File: config.mk
export PLATFORM = sky130hd
export DESIGN_NAME = fifo_uart_tx
export DESIGN_NICKNAME = d
export VERILOG_FILES = /design/src/rtl/fifo_uart_tx.sv
export SDC_FILE = /design/constraint.sdc
export NUM_CORES = 1
export LEC_CHECK = 0
export CORE_ASPECT_RATIO = 0.5
export CORE_UTILIZATION = 30
export DETAILED_ROUTE_END_ITERATION = 16
export DONT_BUFFER_PORTS = 1
export GPL_ROUTABILITY_DRIVEN = 0
export PLACE_DENSITY = 0.42
export SETUP_SLACK_MARGIN = 0.5
export SLEW_MARGIN = 40
export SYNTH_ARGS = -nofsm -noshare
export SYNTH_HDL_FRONTEND = slang
export SYNTH_SLANG_ARGS = --single-unit
File: constraint.sdc
create_clock -name clk -period 4.4 [get_ports clk]
set_clock_uncertainty 0.2 [all_clocks]
set_input_delay 0.44 -clock clk [delete_from_list [all_inputs] [get_ports clk]]
set_output_delay 0.44 -clock clk [all_outputs]
set_load 0.05 [all_outputs]
File: src/rtl/fifo_uart_tx.sv
// UART transmitter that drains a byte FIFO with a registered read port.
// Frame: start, 8 data bits LSB-first, optional parity, one stop bit.
module fifo_uart_tx #(
    parameter int unsigned CLKS_PER_BIT = 16,
    parameter bit          PARITY_EN    = 1'b0,
    parameter bit          PARITY_ODD   = 1'b0
) (
    input  logic        clk,
    input  logic        rst_n,
    input  logic        enable,
    input  logic        fifo_empty,
    input  logic [7:0]  fifo_data,
    output logic        fifo_rd_en,
    output logic        tx,
    output logic        busy,
    output logic [15:0] frames_sent
);

    localparam int unsigned CntW = (CLKS_PER_BIT > 1) ? $clog2(CLKS_PER_BIT) : 1;
    localparam logic [CntW-1:0] CntMax = CntW'(CLKS_PER_BIT - 1);

    typedef enum logic [2:0] {
        StIdle,
        StReq,
        StWait,
        StStart,
        StData,
        StParity,
        StStop
    } state_e;

    state_e          state_q, state_d;
    logic [CntW-1:0] cnt_q, cnt_d;
    logic [2:0]      bit_q, bit_d;
    logic [7:0]      shift_q, shift_d;
    logic            parity_q, parity_d;
    logic [15:0]     frames_q, frames_d;
    logic            tx_q, tx_d;
    logic            bit_done;

    always_ff @(posedge clk) begin
        if (!rst_n) begin
            state_q  <= StIdle;
            cnt_q    <= '0;
            bit_q    <= '0;
            shift_q  <= '0;
            parity_q <= 1'b0;
            frames_q <= '0;
            tx_q     <= 1'b1;
        end else begin
            state_q  <= state_d;
            cnt_q    <= cnt_d;
            bit_q    <= bit_d;
            shift_q  <= shift_d;
            parity_q <= parity_d;
            frames_q <= frames_d;
            tx_q     <= tx_d;
        end
    end

    assign bit_done = (cnt_q == CntMax);

    always_comb begin
        state_d  = state_q;
        cnt_d    = '0;
        bit_d    = bit_q;
        shift_d  = shift_q;
        parity_d = parity_q;
        frames_d = frames_q;
        unique case (state_q)
            StIdle: begin
                if (enable && !fifo_empty) state_d = StReq;
            end
            StReq: begin
                state_d = StWait;
            end
            StWait: begin
                // Registered FIFO output is only valid in this cycle.
                shift_d  = fifo_data;
                parity_d = (^fifo_data) ^ PARITY_ODD;
                bit_d    = '0;
                state_d  = StStart;
            end
            StStart: begin
                cnt_d = bit_done ? '0 : cnt_q + 1'b1;
                if (bit_done) state_d = StData;
            end
            StData: begin
                cnt_d = bit_done ? '0 : cnt_q + 1'b1;
                if (bit_done) begin
                    shift_d = {1'b0, shift_q[7:1]};
                    bit_d   = bit_q + 3'd1;
                    if (bit_q == 3'd7) state_d = PARITY_EN ? StParity : StStop;
                end
            end
            StParity: begin
                cnt_d = bit_done ? '0 : cnt_q + 1'b1;
                if (bit_done) state_d = StStop;
            end
            StStop: begin
                cnt_d = bit_done ? '0 : cnt_q + 1'b1;
                if (bit_done) begin
                    frames_d = frames_q + 16'd1;
                    state_d  = StIdle;
                end
            end
            default: begin
                state_d = StIdle;
            end
        endcase
    end

    // tx_d is the line level for the current state; registering it delays the
    // whole frame by one cycle but keeps every bit exactly CLKS_PER_BIT long.
    always_comb begin
        tx_d = 1'b1;
        case (state_q)
            StStart:  tx_d = 1'b0;
            StData:   tx_d = shift_q[0];
            StParity: tx_d = parity_q;
            default:  tx_d = 1'b1;
        endcase
        fifo_rd_en = (state_q == StReq);
        busy       = (state_q != StIdle);
    end

    assign tx          = tx_q;
    assign frames_sent = frames_q;

endmodule

==> run metrics <==
status completed; Final Core Density 35.2%; clk_lat worst skew 0.28 ns; Root Buffer clkbuf_16; count of routing violations after the opening detailed-route iteration 75; vias per inst 4.97; worst r2r src cnt_q[0]; total power 0.749 mW; reg2reg end frames_sent[15]; setup TNS 0 ns; Finished Layout Cells 270; Sw Share 22.4%; # rows 19; Clock power frac 47.4%; register area share after synthesis 41.7%; Hold Path End tx; Cells after DPL 262; initial antenna violation count 0; Multi-input gate area 968 µm²; largest net degree at the start of global routing 27; max-cap violations 0; post-CTS setup buffer count 0; Initial Util 31.4%; Sink Count 36; Final Routed Wirelength 3630 µm; Final Hold Vio Count 0; FF/Latch Area 721 µm²; DRT antenna net count 0; Die Ht 55.7 µm; hold_buf cts 0; CP Capture Type flip-flop; synthesized flop and latch total 36; met3 usage in global routing 6.67%; GR peak layer met1; Min-Delay Path Class in2reg; clock-pin slew on the worst setup and hold paths 0.05 ns; VDD IR max 0.000178 V; diodes inserted 0; I/O pins 31; WHS Path Cells 1; clk buf depth 2; port bufs 0; WP buf/inv 0; Syn Area/Cell 8.69 µm²; GR Util met2 17.2%; sw power 0.168 mW; Slew @ Worst Pin 0.830 ns; Num CTS Buffers 5; synth warn 0; top cells by area, synth dfxtp_1 42%, xnor2_1 7.6%, mux2i_1 6.9%; DP HPWL 2490 µm; H-tree depth 2; Fillers 583; Setup violations, final 0; Setup crit start kind flip-flop; total gr overflow 0; Final min period 2.48 ns; GRT Overall Usage 13.4%; drt pass-1 iters 4; drt drc 0; Reg2Reg Depth 5; fraction of layout cells with a size suffix above 1 5.08%; core area 0.00552 mm²; number of global-route vias before repair 1220; Post-Synthesis Cells 199; CP Cell Sequence ha_1 -> nand3_1 -> or4_4 -> or3_1 -> a21oi_1; pwr/cell area 385 mW/mm²; via count 1342; Int Power 0.581 mW; P&R area growth vs syn 12.3%; Synth Cell Area 0.00173 mm²; fmax 403 MHz; Gate power share 6.6%; Final nets 212; FF-to-FF setup slack 1.92 ns; sequential share of power 46.0%; CTS tree done; Synth top area share 41.7%; max-slew violation count 0; GR Util met1 18.4%; CP peak stage delay 0.67 ns; syn nets 215; first-pass GRT wire length 6090 µm; Top delay family on crit path simple AND/OR/NAND/NOR gates; DR WL/cell 13.5 µm; die area 0.00609 mm²; hold_sp rst_n; synth unique cells 31; Leakage 0.633 nW; Yosys top cell by area dfxtp_1; Post-CTS Resized 0; Setup CP Type reg2reg; Rel. slew slack 44.4%; CP Max Fanout 15; Final Cycle Share 56.4%; Worst path slowest cell or4_4; Die X-Extent 109 µm; Req. time, crit path 4.39 ns; CP arrival 2.47 ns; unrepaired setup endpoints after global routing no
[how the worst max path moves through the flow]
stage / start / endpoint / cells past startpoint / slack [ns]
5_1_grt: state_q[2] / shift_q[2] / 4 / 1.74
3_5_place_dp: cnt_q[0] / frames_sent[15] / 5 / 1.94
3_3_place_gp: state_q[2] / shift_q[5] / 4 / 1.80
2_1_floorplan: state_q[0] / fifo_rd_en / 2 / 1.95
6_report: cnt_q[0] / frames_sent[15] / 5 / 1.92
4_1_cts: cnt_q[0] / frames_sent[15] / 5 / 1.92
[state kept, by name, indices dropped and copies added, names as in the netlist]
signal and flops:
parity_q 1, frames_sent 16, bit_q 3, tx 1, shift_q 8, cnt_q 4, state_q 3
[layout by cell type (no fill, tap or decap), types with 2 or more instances in the layout]
cell type	n
nand4b_1	2
xnor2_1	15
nor2_1	24
dfxtp_1	36
nor3_1	2
a211oi_1	8
inv_1	3
clkbuf_1	2
nor4_1	5
ha_1	4
nand2_1	14
and4_1	2
nor3b_1	4
xor2_1	2
or3_1	5
clkbuf_16	5
nand3b_1	2
mux2i_1	12
nand4_1	3
nand2b_1	4
nand3_1	10
o21ai_0	9
a21oi_1	13
[through the flow]
stage	hold slack, ns	area [µm²]	worst slack, ns
final	0.0211	1940	1.92
after global placement	0.241	1790	1.80
after detailed placement	0.240	1800	1.94
after floorplan	0.218	1730	1.95
after global routing	0.0119	1940	1.74
after CTS	0.0137	1940	1.92
[synth_stat cells]
| master | number |
|---|---|
| a31oi_1 | 1 |
| nand3_1 | 10 |
| nor3b_1 | 6 |
| nand3b_1 | 2 |
| inv_1 | 3 |
| a21oi_1 | 13 |
| clkinv_1 | 1 |
| nor2_1 | 24 |
| buf_2 | 3 |
| mux2i_1 | 12 |
| and3_1 | 1 |
| or4_4 | 1 |
| ha_1 | 4 |
| a22oi_1 | 1 |
| nand2b_1 | 4 |
| clkbuf_1 | 7 |
| a211oi_1 | 8 |
| and4_1 | 2 |
| dfxtp_1 | 36 |
| xor2_1 | 2 |
| or3_1 | 5 |
| nand4_2 | 1 |
| nand2_1 | 14 |
| a21o_1 | 1 |
| o21ai_0 | 9 |
| nor4_1 | 5 |
| nor3_1 | 2 |
| xnor2_1 | 15 |
| nand4b_1 | 2 |
| nand4_1 | 3 |
| o21a_1 | 1 |
[layer usage]
layer / vias up / wire [µm]
li1: 700 / -
met2: 30 / 1440
met1: 607 / 1840
met4: 0 / 61
met5: - / 0
met3: 5 / 293
[power groups by stage]
stage	sequential (mW)	clock (mW)	combinational (mW)
6_report	0.344	0.355	0.0491
5_1_grt	0.346	0.386	0.0551
4_1_cts	0.344	0.368	0.0501
3_5_place_dp	0.351	0	0.0501
3_3_place_gp	0.351	0	0.0495
2_1_floorplan	0.346	0	0.0478
[worst register-to-register path: stages, from the launching register on]
cell	delay (ns)
dfxtp_1	0.35
ha_1	0.23
nand3_1	0.45
or4_4	0.68
or3_1	0.36
a21oi_1	0.14
[kinds of logic after synthesis]
logic type	count (synthesis)	synth area share [%]
AO/OA/AOI/OAI	34	11.5
XOR/XNOR	17	8.61
adder cells (fa/ha/maj)	4	2.89
buffers and inverters	14	3.26
flip-flops	36	41.7
multiplexers	12	6.95
AND/OR/NAND/NOR	82	25.1
[final cells by class]
cell class / instances / area share, %
clock buffer: 8 / 7.54
sequential: 36 / 37.1
tap: 73 / 4.70
multi-input combinational: 149 / 49.9
inverter: 4 / 0.773
No activity file was read; power rests on OpenSTA's default activity.
